`src/rtl/ysyx_23060096_wb_pkg.sv`:
```
// Shared widths and the result-source select used by the write-back unit.
package ysyx_23060096_wb_pkg;
  localparam int WB_ADDR_WIDTH = 5;
  localparam int WB_DATA_WIDTH = 32;
  localparam int NUM_REGS      = 1 << WB_ADDR_WIDTH;

  typedef enum logic [1:0] {SRC_NONE, SRC_EXU, SRC_LSU} src_sel_e;
endpackage

```
`src/rtl/ysyx_23060096_scoreboard.sv`:
```
// Busy scoreboard: one bit per register, set on reserve, cleared on the
// register-file write edge, with sticky protocol-error detection.
module ysyx_23060096_scoreboard import ysyx_23060096_wb_pkg::*; #(
  parameter int ADDR_WIDTH = WB_ADDR_WIDTH
)(
  input  logic                  clk,
  input  logic                  rstn,
  input  logic                  set_en,
  input  logic [ADDR_WIDTH-1:0] set_rd,
  input  logic                  clr_en,
  input  logic [ADDR_WIDTH-1:0] clr_rd,
  input  logic                  acc_en,
  input  logic [ADDR_WIDTH-1:0] acc_rd,
  input  logic [ADDR_WIDTH-1:0] chk_ra,
  input  logic [ADDR_WIDTH-1:0] chk_rb,
  input  logic [ADDR_WIDTH-1:0] chk_rd,
  output logic                  hazard_a,
  output logic                  hazard_b,
  output logic                  hazard_d,
  output logic                  err
);
  localparam int NREGS = 1 << ADDR_WIDTH;

  logic [NREGS-1:0] busy, set_vec, clr_vec;
  logic             err_waw, err_orphan;

  // x0 is never set, so busy[0] stays 0 and every check on index 0 reads clear
  always_comb begin
    set_vec = '0;
    clr_vec = '0;
    if (set_en && set_rd != '0) set_vec[set_rd] = 1'b1;
    if (clr_en)                 clr_vec[clr_rd] = 1'b1;
  end

  // Re-reserving a register whose write lands on this same edge is legal
  assign err_waw    = |(set_vec & busy & ~clr_vec);
  assign err_orphan = acc_en && (acc_rd != '0) && !busy[acc_rd];

  always_ff @(posedge clk) begin
    if (!rstn) begin
      busy <= '0;
      err  <= 1'b0;
    end else begin
      busy <= (busy & ~clr_vec) | set_vec;
      if (err_waw || err_orphan) err <= 1'b1;
    end
  end

  assign hazard_a = busy[chk_ra];
  assign hazard_b = busy[chk_rb];
  assign hazard_d = busy[chk_rd];
endmodule

```
`src/rtl/ysyx_23060096_wbu.sv`:
```
// Write-back unit: LSU-priority arbiter between EXU and LSU results feeding a
// registered register-file write port, plus retire counter and busy scoreboard.
module ysyx_23060096_wbu import ysyx_23060096_wb_pkg::*; #(
  parameter int ADDR_WIDTH = WB_ADDR_WIDTH,
  parameter int DATA_WIDTH = WB_DATA_WIDTH
)(
  input  logic                  clk,
  input  logic                  rstn,
  input  logic                  rsv_valid,
  input  logic [ADDR_WIDTH-1:0] rsv_rd,
  input  logic [ADDR_WIDTH-1:0] chk_ra,
  input  logic [ADDR_WIDTH-1:0] chk_rb,
  input  logic [ADDR_WIDTH-1:0] chk_rd,
  output logic                  hazard_a,
  output logic                  hazard_b,
  output logic                  hazard_d,
  input  logic                  exu_valid,
  output logic                  exu_ready,
  input  logic [ADDR_WIDTH-1:0] exu_rd,
  input  logic [DATA_WIDTH-1:0] exu_data,
  input  logic                  lsu_valid,
  output logic                  lsu_ready,
  input  logic [ADDR_WIDTH-1:0] lsu_rd,
  input  logic [DATA_WIDTH-1:0] lsu_data,
  output logic                  wen,
  output logic [ADDR_WIDTH-1:0] waddr,
  output logic [DATA_WIDTH-1:0] wdata,
  output logic [31:0]           retire_cnt,
  output logic                  err
);
  src_sel_e              src;
  logic                  acc;
  logic [ADDR_WIDTH-1:0] acc_rd;
  logic [DATA_WIDTH-1:0] acc_data;

  // The register file never back-pressures, so only the EXU ever waits
  assign lsu_ready = 1'b1;
  assign exu_ready = !lsu_valid;

  always_comb begin
    src = SRC_NONE;
    if (lsu_valid)      src = SRC_LSU;
    else if (exu_valid) src = SRC_EXU;
  end

  always_comb begin
    acc      = 1'b0;
    acc_rd   = '0;
    acc_data = '0;
    case (src)
      SRC_LSU: begin acc = 1'b1; acc_rd = lsu_rd; acc_data = lsu_data; end
      SRC_EXU: begin acc = 1'b1; acc_rd = exu_rd; acc_data = exu_data; end
      default: ;
    endcase
  end

  always_ff @(posedge clk) begin
    if (!rstn) begin
      wen        <= 1'b0;
      waddr      <= '0;
      wdata      <= '0;
      retire_cnt <= '0;
    end else begin
      wen <= acc && (acc_rd != '0);
      if (acc && acc_rd != '0) begin
        waddr <= acc_rd;
        wdata <= acc_data;
      end
      if (acc) retire_cnt <= retire_cnt + 32'd1;
    end
  end

  ysyx_23060096_scoreboard #(.ADDR_WIDTH(ADDR_WIDTH)) u_sb (
    .clk      (clk),
    .rstn     (rstn),
    .set_en   (rsv_valid),
    .set_rd   (rsv_rd),
    .clr_en   (wen),
    .clr_rd   (waddr),
    .acc_en   (acc),
    .acc_rd   (acc_rd),
    .chk_ra   (chk_ra),
    .chk_rb   (chk_rb),
    .chk_rd   (chk_rd),
    .hazard_a (hazard_a),
    .hazard_b (hazard_b),
    .hazard_d (hazard_d),
    .err      (err)
  );
endmodule

```
`config.mk`:
```
export PLATFORM = sky130hd
export DESIGN_NAME = ysyx_23060096_wbu
export DESIGN_NICKNAME = d
export VERILOG_FILES = /design/src/rtl/ysyx_23060096_wb_pkg.sv /design/src/rtl/ysyx_23060096_scoreboard.sv /design/src/rtl/ysyx_23060096_wbu.sv
export SDC_FILE = /design/constraint.sdc
export NUM_CORES = 1
export LEC_CHECK = 0
export CORE_ASPECT_RATIO = 0.5
export CORE_MARGIN = 4
export CORE_UTILIZATION = 49
export DETAILED_ROUTE_END_ITERATION = 8
export PLACE_DENSITY_LB_ADDON = 0.3
export SYNTH_ARGS = -nofsm -noshare
export SYNTH_HDL_FRONTEND = slang
export SYNTH_SLANG_ARGS = --single-unit
```
`constraint.sdc`:
```
create_clock -name clk -period 5.9 [get_ports clk]
set_input_delay 1.77 -clock clk [delete_from_list [all_inputs] [get_ports clk]]
set_output_delay 1.77 -clock clk [all_outputs]
set_load 0.01 [all_outputs]
```
After elaboration in Yosys (flattened, before gate mapping)
Cells that the tools add are included.
{"block": "totals", "ff_bits": 103, "latch_bits": 0, "mem_bits_rw": 0, "mem_bits_ro": 0, "inputBits": 99, "out_inout_bits": 76, "memories": 0}
{"block": "op_classes", "n_addsub": 1, "multipliers": 0, "n_div": 0, "magnitude_cmp": 8, "n_eq_ne": 2, "shifts": 0, "muxes": 19, "bitwise": 5, "reduce_logical": 12}
{"operator": "32-bit AND", "count": 3}
{"operator": "32-bit two-way mux", "count": 2}
{"operator": "32-bit case mux with 2 select lines", "count": 1}
{"operator": "5-bit by 6-bit less-than comparator with 1-bit output, second input constant", "count": 6}
{"operator": "32-bit by 1-bit adder with 32-bit output, second input constant", "count": 1}
{"operator": "32-bit inverter", "count": 1}
{"operator": "32-bit OR", "count": 1}
{"operator": "32-bit OR reduction", "count": 1}
{"operator": "1-bit binary-select mux with 5-bit select", "count": 4}
{"operator": "1-bit demux with 5-bit select", "count": 2}
{"operator": "5-bit by 1-bit greater-or-equal comparator with 1-bit output, second input constant", "count": 2}
{"operator": "5-bit case mux with 2 select lines", "count": 1}
{"operator": "5-bit nonzero test", "count": 2}
{"operator": "1-bit two-way mux", "count": 8}
{"operator": "1-bit logical AND", "count": 5}
{"operator": "2-bit by 1-bit == test with 1-bit output, second input constant", "count": 1}
{"operator": "2-bit == test, second input constant", "count": 1}
{"operator": "1-bit zero test", "count": 2}
{"operator": "2-bit two-way mux", "count": 1}
{"operator": "2-bit OR reduction", "count": 1}
{"operator": "1-bit logical OR", "count": 1}

Logic depth before layout (Yosys ltp)
{"block": "depth", "depth_word": 9, "mapped_depth": 10, "mapped_depth_nobuf": 8}

By module
Synthesis repeated with hierarchy kept, for this count alone.
{"block": "hier_totals", "cells_unflattened": 705, "hier_area_um2": 6394.9}
{"mod": "ysyx_23060096_wbu", "n_inst": 1, "cells_each": 397, "area_each_um2": 3369.5}
{"mod": "ysyx_23060096_scoreboard", "n_inst": 1, "cells_each": 308, "area_each_um2": 3025.4}

Worst setup path before layout
No wires, ideal clock.
{"block": "synth_timing", "path_type": "input -> output", "start": "in chk_ra[0]", "end": "out hazard_a", "t_arrival_ps": 3489, "slack_ps": 641, "stages": 4, "path_buffers": 1, "cell_sequence": "clkbuf_1 mux4_2 mux4_2 mux2_2"}
{"block": "synth_via", "elab_chain_cells": 2}
{"element": "start: declaration", "line_no": "ysyx_23060096_wbu.sv:11", "source": "input logic [ADDR_WIDTH-1:0] chk_ra,"}
{"element": "1-bit binary-select mux with 5-bit select", "line_no": "ysyx_23060096_scoreboard.sv:49", "source": "assign hazard_a = busy[chk_ra];"}
{"element": "1-bit two-way mux (implied by the code)", "line_no": "ysyx_23060096_scoreboard.sv:49"}
{"element": "end: declaration", "line_no": "ysyx_23060096_wbu.sv:14", "source": "output logic hazard_a,"}
No other way between the ends. The select of a mux whose other input is x is not followed.

Worst setup path in the final report
{"block": "layout_timing", "start": "in chk_rd[1]", "end": "out hazard_d"}
{"block": "layout_via", "elab_chain_cells": 2}
{"element": "start: declaration", "line_no": "ysyx_23060096_wbu.sv:13", "source": "input logic [ADDR_WIDTH-1:0] chk_rd,"}
{"element": "1-bit binary-select mux with 5-bit select", "line_no": "ysyx_23060096_scoreboard.sv:51", "source": "assign hazard_d = busy[chk_rd];"}
{"element": "1-bit two-way mux (implied by the code)", "line_no": "ysyx_23060096_scoreboard.sv:51"}
{"element": "end: declaration", "line_no": "ysyx_23060096_wbu.sv:16", "source": "output logic hazard_d,"}
No other way between the ends. The select of a mux whose other input is x is not followed.

==> results.md <==
- Status: finished clean
- GRT Resource Usage Total: 0.256
- Reg-to-Reg Start: waddr[4]
- Worst reg2reg path depth: 7
- Minimum clock period: 5.80 ns
- Endpoints failing hold: 0
- Synthesized flop and latch total: 103
- Area Overhead vs Synth: 34.3%
- Core ar.: 12000 µm²
- Final setup fails: 0
- R2R setup slack: 3.11 ns
- HPWL Detailed: 13.7 mm
- Hold Crit Start: wdata[0]
- Crit-path slowest cell: clkdlybuf4s50_1
- Worst-margin pin slew: 0.933 ns
- Clk buf depth: 2
- Routed len/inst: 19.8 µm
- Syn_area_per_cell: 9.72 µm²
- # Post-CTS Setup Buffers: 0
- Post-synth EDFFs: 0
- Initial Utilization: 0.510
- Reg-to-Reg End: u_sb.err
- H-tree depth: 3
- CTS hold repair buffers: 0
- Die Ht: 87.0 µm
- Unrepaired setup endpoints after global routing: false
- Clock slew at reported path FFs: 0.08 ns
- Die Wd: 166 µm
- Final period util: 0.983
- Vias in the first global route: 5695
- Fraction of registers with async set/reset: 0
- Synth warnings: 0
- CP cell instances: clkdlybuf4s50_1 -> mux4_2 -> mux4_2 -> mux2_2 -> clkdlybuf4s50_1
- Post-Layout Cell Count: 950
- Max_slew headroom: 0.376
- Port Buffers: 173
- Commonest cells after routing, fill and taps aside: clkdlybuf4s50_1, dfxtp_1, nand2_1
- Worst Path Max Fanout: 8
- Ports: 175
- Vias: 5760
- WHS Endpoint: wdata[0]
- Fillers: 928
- Power, Total: 1.66 mW
- Synthesized instance count: 630
- CTS tree: done
- Rows: 28
- Drt first pass iters: 7
- Max Cap Violations: 0
- WL final: 18.8 mm
- Max Fclk: 172 MHz
- Vias per cell: 6.06
- # nets final: 880
- Pwr dens: 201 nW/µm²
- DRT iter0 DRCs: 558
- Die ar.: 14500 µm²
- Share of cells above drive strength 1: 0.138
- Final Wtd Congestion: 0.968
- Leak: 2.87 nW
- Post-Syn Nets: 730
- Min-Delay Path Class: reg2reg
- Root Buffer: clkbuf_16
- Antenna diode count: 0
- Max-slew violations: 0
- Fin Clk Skew: 0.0116 ns
- First-pass GRT wire length: 29.8 mm
- CP Data Required Time: 4.13 ns
- Most common cell after layout, fill and taps aside: clkdlybuf4s50_1
- Worst VDD drop: 0.000143 V
- Clock sink count: 103
- Largest net degree at the start of global routing: 71
- Startpoint Class: primary input
- Hold Path Depth: 2
- Worst-Skew Late Latency: 0.36 ns
- Sequential cell area: 2060 µm²
- Multi-input gate area: 3820 µm²
- Crit. End Element: output pin
- Post-Syn Area: 6120 µm²
- WP data arrival: 4.03 ns
- Initial antenna violation count: 0
- Routed Antenna Nets: 0
- Placed Cells: 934
- Sequential share of the synthesized area: 0.337
- Critical path type: in2out
- Ys flop type: dfxtp_1
- Synth cell types: 55
- Critical Path Max Stage Delay: 0.67 ns
- DR DRC count: 0
- CTS Buf Count: 9
- GR Overflow Total: 0
stage by stage:
stage          TNS, ns  hold slack (ns)  utilization  setup slack, ns  instance area [µm²]
6_report             0            0.516        0.684            0.101                 8220
5_1_grt              0            0.549        0.684           0.0400                 8220
4_1_cts              0            0.519        0.684           0.0956                 8220
3_5_place_dp   -0.0821            0.507        0.660          -0.0630                 7930
3_3_place_gp   -0.0233            0.485        0.660          -0.0233                 7930
2_1_floorplan        0            0.441            -            0.641                 6120
flip-flops by register name, summed over array words and instances, names as in the netlist:
name        flops
wdata          32
retire_cnt     32
waddr           5
u_sb.busy      32
u_sb.err        1
wen             1
cell type report:
type                            count  share of cell area
Inverter                            4             0.00183
Sequential cell                   103               0.251
Timing Repair Buffer              183               0.223
Multi-Input combinational cell    479               0.464
Clock buffer                       10              0.0278
Tap cell                          165              0.0251
Clock inverter                      6             0.00776
worst max path at each step:
stage	from	to	cells past startpoint
3_3_place_gp	chk_rd[0]	hazard_d	6
6_report	chk_rd[1]	hazard_d	5
3_5_place_dp	chk_rd[0]	hazard_d	6
4_1_cts	chk_rd[1]	hazard_d	5
2_1_floorplan	chk_ra[0]	hazard_a	4
5_1_grt	chk_rd[1]	hazard_d	5
synthesized netlist by cell type (all sizes together), types with 4 or more instances:
library cell	instances	area (µm²)
a21boi	25	188
mux2	6	67.6
nand2b	5	31.3
mux4	30	676
dfxtp	103	2060
xor2	10	87.6
a221oi	31	272
xnor2	18	158
nor2b	23	144
o2111ai	9	85.1
nand3	15	75.1
buf	20	143
and4	5	43.8
mux2i	19	190
nor3b	37	428
or2	8	50.1
and3	5	31.3
and2	26	163
inv	4	15.0
o21ai	30	154
nand3b	6	45.0
nor2	43	178
nand4	17	106
nand2	51	191
or3	5	31.3
a21oi	7	35.0
clkbuf	24	90.1
a22oi	14	105
what timing repair did:
action | in CTS | in global routing
gates resized for setup | 3 | 0
endpoints found under the setup margin | 3 | 0
hold endpoints to repair | 0 | 0
worst max-delay path: cells and delay by family:
kind | cells | cell delay (ns)
buffers and inverters | 2 | 1.15
muxes | 3 | 1.11
report_power, final:
group          leakage, nW  switching [mW]  internal (mW)  total, mW
Clock                0.140           0.292          0.299      0.591
Sequential           0.840          0.0266          0.722      0.749
Combinational         1.89           0.142          0.174      0.317
Total                 2.87           0.461           1.20       1.66
logic make-up after synthesis:
logic type,after synthesis,synth area share
flops,103,0.337
buf+inv,48,0.0405
compound gates,134,0.161
fa+ha+maj,1,0.00204
other cells,1,0.000612
simple gates,260,0.266
mux,55,0.152
xor+xnor,28,0.0400
routing by layer:
| metal | routed length, µm | global-route usage | vias to the layer above |
|---|---|---|---|
| li1 | - | - | 2676 |
| met1 | 7440 | 0.302 | 2710 |
| met2 | 8890 | 0.448 | 307 |
| met3 | 1910 | 0.0888 | 67 |
| met4 | 587 | 0.0763 | 0 |
| met5 | 0 | 0 | - |
Power figures use the tool's default switching activity.
